<file path="src/rtl/ks_wide_add_seq_pkg.sv">
// Shared types and default sizing for the wide add/sub sequencer.
package ks_pkg;

  typedef enum logic [1:0] {
    IDLE = 2'd0,
    RUN  = 2'd1,
    DONE = 2'd2
  } state_t;

  localparam int DEF_WORD_W    = 16;
  localparam int DEF_NUM_WORDS = 4;

endpackage

</file>
<file path="src/rtl/ks_wide_add_seq_if.sv">
// Operand/result handshake bundle. slave = sequencer side, master = source/consumer side.
interface ks_wide_add_seq_if
  import ks_pkg::*;
#(
  parameter int WORD_W    = DEF_WORD_W,
  parameter int NUM_WORDS = DEF_NUM_WORDS
);
  localparam int W = WORD_W * NUM_WORDS;

  logic         in_valid;
  logic         in_ready;
  logic [W-1:0] in_a;
  logic [W-1:0] in_b;
  logic         in_cin;
  logic         in_sub;
  logic         out_valid;
  logic         out_ready;
  logic [W-1:0] out_sum;
  logic         out_cout;
  logic         out_ovf;

  modport slave (
    input  in_valid, in_a, in_b, in_cin, in_sub, out_ready,
    output in_ready, out_valid, out_sum, out_cout, out_ovf
  );

  modport master (
    output in_valid, in_a, in_b, in_cin, in_sub, out_ready,
    input  in_ready, out_valid, out_sum, out_cout, out_ovf
  );
endinterface

</file>
<file path="src/rtl/ks_adder_word.sv">
// Combinational WORD_W-bit Kogge-Stone adder with carry-in.
module ks_adder_word #(
  parameter int WORD_W = 16
) (
  input  logic [WORD_W-1:0] a,
  input  logic [WORD_W-1:0] b,
  input  logic              cin,
  output logic [WORD_W-1:0] sum,
  output logic              cout
);
  localparam int LVL = $clog2(WORD_W);

  // gg/pp[lv][i] = group generate/propagate over bits [i : i-2^lv+1]
  logic [LVL:0][WORD_W-1:0] gg, pp;
  logic [WORD_W:0]          c;

  assign pp[0] = a ^ b;
  assign gg[0] = a & b;

  for (genvar lv = 0; lv < LVL; lv++) begin : g_lvl
    localparam int D = 1 << lv;
    for (genvar i = 0; i < WORD_W; i++) begin : g_bit
      if (i >= D) begin : g_op
        assign gg[lv+1][i] = gg[lv][i] | (pp[lv][i] & gg[lv][i-D]);
        assign pp[lv+1][i] = pp[lv][i] & pp[lv][i-D];
      end else begin : g_pass
        assign gg[lv+1][i] = gg[lv][i];
        assign pp[lv+1][i] = pp[lv][i];
      end
    end
  end

  // prefix spans reach bit 0, so cin folds in with one final AND/OR
  assign c[0]        = cin;
  assign c[WORD_W:1] = gg[LVL] | (pp[LVL] & {WORD_W{cin}});
  assign sum         = pp[0] ^ c[WORD_W-1:0];
  assign cout        = c[WORD_W];
endmodule

</file>
<file path="src/rtl/ks_wide_add_seq.sv">
// Wide add/sub: one narrow Kogge-Stone adder reused word by word, LSW first.
module ks_wide_add_seq
  import ks_pkg::*;
#(
  parameter int WORD_W    = DEF_WORD_W,
  parameter int NUM_WORDS = DEF_NUM_WORDS
) (
  input  logic              clk,
  input  logic              rst_n,
  ks_wide_add_seq_if.slave  bus
);
  localparam int IDX_W = (NUM_WORDS > 1) ? $clog2(NUM_WORDS) : 1;
  localparam logic [IDX_W-1:0] LAST = IDX_W'(NUM_WORDS - 1);

  state_t state, state_nxt;

  logic [NUM_WORDS-1:0][WORD_W-1:0] a_q, b_q, sum_q;
  logic              carry;
  logic [IDX_W-1:0]  idx;
  logic              cout_q, ovf_q;
  logic [WORD_W-1:0] wa, wb, wsum;
  logic              wcout, last, cin_msb;

  assign last = (idx == LAST);

  // select the active operand word
  always_comb begin
    wa = '0;
    wb = '0;
    for (int w = 0; w < NUM_WORDS; w++) begin
      if (idx == IDX_W'(w)) begin
        wa = a_q[w];
        wb = b_q[w];
      end
    end
  end

  ks_adder_word #(.WORD_W(WORD_W)) u_add (
    .a    (wa),
    .b    (wb),
    .cin  (carry),
    .sum  (wsum),
    .cout (wcout)
  );

  // carry into the top bit recovered from the sum bit; b is already inverted for subtract
  assign cin_msb = wsum[WORD_W-1] ^ wa[WORD_W-1] ^ wb[WORD_W-1];

  // state register
  always_ff @(posedge clk or negedge rst_n) begin
    if (!rst_n) state <= IDLE;
    else        state <= state_nxt;
  end

  // next-state decode
  always_comb begin
    state_nxt = state;
    case (state)
      IDLE:    if (bus.in_valid) state_nxt = RUN;
      RUN:     if (last)         state_nxt = DONE;
      DONE:    if (bus.out_ready) state_nxt = IDLE;
      default: state_nxt = IDLE;
    endcase
  end

  // operand capture, word-serial add, result latch
  always_ff @(posedge clk or negedge rst_n) begin
    if (!rst_n) begin
      a_q    <= '0;
      b_q    <= '0;
      sum_q  <= '0;
      carry  <= 1'b0;
      idx    <= '0;
      cout_q <= 1'b0;
      ovf_q  <= 1'b0;
    end else if (state == IDLE) begin
      if (bus.in_valid) begin
        a_q   <= bus.in_a;
        b_q   <= bus.in_sub ? ~bus.in_b : bus.in_b;
        carry <= bus.in_sub | bus.in_cin;
        idx   <= '0;
      end
    end else if (state == RUN) begin
      for (int w = 0; w < NUM_WORDS; w++) begin
        if (idx == IDX_W'(w)) sum_q[w] <= wsum;
      end
      carry <= wcout;
      if (last) begin
        idx    <= '0;
        cout_q <= wcout;
        ovf_q  <= cin_msb ^ wcout;
      end else begin
        idx <= idx + IDX_W'(1);
      end
    end
  end

  assign bus.in_ready  = (state == IDLE);
  assign bus.out_valid = (state == DONE);
  assign bus.out_sum   = sum_q;
  assign bus.out_cout  = cout_q;
  assign bus.out_ovf   = ovf_q;
endmodule
</file>
<file path="src/flat_wrapper.sv">
// flat-port wrapper written by rule: the top's interface ports become plain ports
module ks_wide_add_seq_flat import ks_pkg::*;
#(
  parameter int WORD_W    = DEF_WORD_W,
  parameter int NUM_WORDS = DEF_NUM_WORDS
)
  (clk, rst_n, bus_in_valid, bus_in_a, bus_in_b, bus_in_cin, bus_in_sub, bus_out_ready, bus_in_ready, bus_out_valid, bus_out_sum, bus_out_cout, bus_out_ovf);
  ks_wide_add_seq_if #(.WORD_W(WORD_W), .NUM_WORDS(NUM_WORDS)) bus_i ();
  input  logic clk;
  input  logic rst_n;
  input wire logic [$bits(bus_i.in_valid)-1:0] bus_in_valid;
  input wire logic [$bits(bus_i.in_a)-1:0] bus_in_a;
  input wire logic [$bits(bus_i.in_b)-1:0] bus_in_b;
  input wire logic [$bits(bus_i.in_cin)-1:0] bus_in_cin;
  input wire logic [$bits(bus_i.in_sub)-1:0] bus_in_sub;
  input wire logic [$bits(bus_i.out_ready)-1:0] bus_out_ready;
  output wire logic [$bits(bus_i.in_ready)-1:0] bus_in_ready;
  output wire logic [$bits(bus_i.out_valid)-1:0] bus_out_valid;
  output wire logic [$bits(bus_i.out_sum)-1:0] bus_out_sum;
  output wire logic [$bits(bus_i.out_cout)-1:0] bus_out_cout;
  output wire logic [$bits(bus_i.out_ovf)-1:0] bus_out_ovf;
  assign bus_i.in_valid = bus_in_valid;
  assign bus_i.in_a = bus_in_a;
  assign bus_i.in_b = bus_in_b;
  assign bus_i.in_cin = bus_in_cin;
  assign bus_i.in_sub = bus_in_sub;
  assign bus_i.out_ready = bus_out_ready;
  assign bus_in_ready = bus_i.in_ready;
  assign bus_out_valid = bus_i.out_valid;
  assign bus_out_sum = bus_i.out_sum;
  assign bus_out_cout = bus_i.out_cout;
  assign bus_out_ovf = bus_i.out_ovf;
  ks_wide_add_seq #(.WORD_W(WORD_W), .NUM_WORDS(NUM_WORDS)) u_core (.clk(clk), .rst_n(rst_n), .bus(bus_i));
endmodule
</file>
<file path="config.mk">
export PLATFORM = sky130hd
export DESIGN_NAME = ks_wide_add_seq_flat
export DESIGN_NICKNAME = d
export VERILOG_FILES = /design/src/rtl/ks_wide_add_seq_pkg.sv /design/src/rtl/ks_wide_add_seq_if.sv /design/src/rtl/ks_adder_word.sv /design/src/rtl/ks_wide_add_seq.sv /design/src/flat_wrapper.sv
export SDC_FILE = /design/constraint.sdc
export NUM_CORES = 1
export LEC_CHECK = 0
export CORE_MARGIN = 5
export CORE_UTILIZATION = 45
export DETAILED_ROUTE_END_ITERATION = 12
export DONT_BUFFER_PORTS = 1
export PLACE_DENSITY_LB_ADDON = 0.05
export SLEW_MARGIN = 20
export SYNTH_ARGS = -nofsm -noshare
export SYNTH_HDL_FRONTEND = slang
export SYNTH_SLANG_ARGS = --single-unit
</file>
<file path="constraint.sdc">
create_clock -name clk -period 5.2 [get_ports clk]
set_clock_uncertainty 0.15 [all_clocks]
set_input_delay 0.78 -clock clk [delete_from_list [all_inputs] [get_ports clk]]
set_output_delay 0.78 -clock clk [all_outputs]
set_load 0.03 [all_outputs]
</file>
==> impl_metrics.json <==
{
  "avgSynthCellArea_sq_um": 9.51,
  "synth-seq-area-share": 0.508,
  "relSlewSlack": 0.362,
  "syn_to_final_growth_pct": 8.32,
  "crit_path_max_incr_delay_ns": 0.60,
  "fillCellCount": 2141,
  "clk_transition_reported_paths_ns": 0.07,
  "antenna_left": 0,
  "postSynth.asyncResetShare": 1.00,
  "violations": "hold timing",
  "netlist_instances": 1031,
  "viasPerCell": 5.31,
  "clk_latency_ns": 0.44,
  "synth_edf_count": 0,
  "hold_violations": 199,
  "fin_setup_tns_ns": 0,
  "worstSetupStartpointType": "flip-flop",
  "drtIter0Drc": 441,
  "num_vias": 6842,
  "first_global_vias": 6896,
  "path_cells": "inv_1 > ha_2 > buf_4 > nor2_1 > a21oi_1 > nor2_1 > a21oi_1 > o21ai_0 > ha_1 > a21oi_2 > a21oi_1 > a311oi_2 > nand2_1 > a31o_1 > xnor2_2 > o21ai_0",
  "arrival_ns": 4.40,
  "place_hpwl_mm": 18.0,
  "place_area_sq_um": 10000,
  "status": "finished, violations left",
  "syn_area_sq_um": 9800,
  "rsz0062_at_grt": "no",
  "cts_max_level": 4,
  "synth.top_cell.area_share": 0.508,
  "fin_crit_ns": 4.27,
  "fin_nets": 1148,
  "std_cell_rows": 54,
  "reg2reg_setup_slack_ns": 0.93,
  "io_pins": 202,
  "fin_cells": 1289,
  "reg2reg_to": "u_core.bus.out_sum[44]",
  "synthTopCellsByArea": "dfrtp_1 51%, mux2_2 7.8%, a21oi_1 7.1%",
  "cts_setup_buffers": 0,
  "path_class": "flip-flop to flip-flop",
  "clock-sinks": 199,
  "design_area_sq_um": 10600,
  "multi_input_area_sq_um": 4500,
  "placed_cells": 1254,
  "grt_overflow": 0,
  "grt_pass1_wl_mm": 39.1,
  "setup_viol": 0,
  "start_util": 0.453,
  "tightest_slew_ns": 0.955,
  "hold_path_class": "primary input to async pin",
  "yosys_register_bits": 199,
  "regArea_sq_um": 4980,
  "synth.distinct_cells": 52,
  "critical_path_required_ns": 5.33,
  "clockBufferDepth": 2,
  "routabilityCongestion": 0.866,
  "critPathSlowestCell": "ha_2",
  "cts_root_buf": "clkbuf_16",
  "core_sq_um": 21600,
  "numCtsBuffers": 17,
  "die_h_um": 158,
  "slew_viol_final": 0,
  "antenna_found_initial": 8,
  "holdWs_ns": -0.108,
  "cp_max_fo": 36,
  "cp_common_cell": "a21oi_1",
  "grt_use_total": 0.203,
  "synth_top_cell_by_area": "dfrtp_1",
  "post-route-drc-count": 0,
  "yosysWarningCount": 0,
  "r2r_cells": 16,
  "maxCapViolCount": 0,
  "ctsResizeCount": 0,
  "drive_gt1_frac": 0.131,
  "grt_max_degree": 200,
  "finalCritPeriodShare": 0.822,
  "max_freq_mhz": 234,
  "syn-num-nets": 1186,
  "die-area_sq_um": 24800,
  "cts_tree": "yes",
  "portBuffers": 0,
  "synth_flop_cell": "dfrtp_1",
  "die_w_um": 158,
  "wirelength_mm": 24.8,
  "wl_per_cell_um": 19.2,
  "r2r_start": "u_core.idx[1]",
  "end_kind": "flip-flop",
  "drtPass1Iterations": 4
}
## worst max path at each step
stage | slack [ns] | to | from
after floorplan | 1.64 | u_core.bus.out_ovf | u_core.idx[1]
after global routing | 0.50 | u_core.bus.out_sum[43] | u_core.idx[0]
final | 0.93 | u_core.bus.out_sum[44] | u_core.idx[1]
after CTS | 0.93 | u_core.bus.out_sum[11] | u_core.idx[1]
after global placement | 0.98 | u_core.bus.out_sum[12] | u_core.idx[1]
after detailed placement | 0.94 | u_core.bus.out_ovf | u_core.idx[0]
## cells in the mapped netlist, types with 3 or more instances
cell type	instances
inv_1	11
nand3_1	5
ha_1	20
xor2_1	5
a21oi_1	139
nor3_1	8
and2_1	3
nor2_1	140
dfrtp_1	199
o21ai_0	89
buf_2	15
buf_1	10
nand2_1	138
clkbuf_1	46
xnor2_1	70
a211o_1	5
nand4_1	10
o311ai_0	4
o31ai_1	5
mux2_2	68
## cell usage in the layout, fill, tap and decap left out, types with 3 or more instances in the layout
cell,count
nand3_1,5
nand2_1,137
buf_4,13
ha_1,17
a21oi_1,139
clkinv_2,3
mux2_2,68
xor2_1,5
clkbuf_16,17
inv_1,11
inv_8,3
o311ai_0,4
nand4_1,10
o31ai_1,5
a211o_1,5
ha_2,3
clkinv_4,3
xnor2_1,70
o21ai_0,89
inv_6,3
dfrtp_1,199
diode_2,3
nor3_1,8
nor2_1,140
## kinds of logic (layout without fill, tap and decap cells)
family	after synthesis	count (layout)	share of synthesized area
AND/OR/NAND/NOR	315	315	0.129
AO/OA/AOI/OAI	268	268	0.153
flip-flops	199	199	0.508
buffers and inverters	83	58	0.0341
XOR/XNOR	76	76	0.0687
multiplexers	69	69	0.0791
adder cells (fa/ha/maj)	21	21	0.0276
other	0	3	0
## sequential cells by signal, summed over array words and instances, names as in the netlist
register / flops
u_core.bus.out_cout: 1
u_core.carry: 1
u_core.a_q: 64
u_core.bus.out_sum: 64
u_core.bus.out_ovf: 1
u_core.b_q: 64
u_core.idx: 2
u_core.state: 2
## stage by stage
step | util | setup WS, ns
after floorplan | - | 1.64
after global placement | 0.463 | 0.977
after detailed placement | 0.463 | 0.941
after CTS | 0.491 | 0.926
after global routing | 0.491 | 0.502
final | 0.491 | 0.925
## per-layer routing
metal	global-route usage	up-vias	routed length (um)
li1	-	3427	-
met1	0.281	3207	11100
met5	0	-	85
met4	0.0524	12	377
met3	0.0585	32	1700
met2	0.317	164	11500
## worst max-delay path: cells and delay by family (launching register included)
kind / cells / cell delay (ns)
AOI/OAI and AO/OA: 8 / 1.64
xor gates and xnor gates: 1 / 0.25
adders and majority gates: 2 / 0.98
buffers and inverters: 2 / 0.41
DFF: 1 / 0.42
and+or+nand+nor: 3 / 0.26
## cell type report
type,count,area share
Multi-Input combinational cell,749,0.424
Tap cell,280,0.0330
Inverter,11,0.00389
Sequential cell,199,0.469
Timing Repair Buffer,15,0.0130
Antenna cell,3,0.000707
Clock inverter,14,0.0152
Clock buffer,18,0.0414
Power is not shown: default switching activity piles up to over one toggle a cycle in this logic, so the estimate is an artifact.
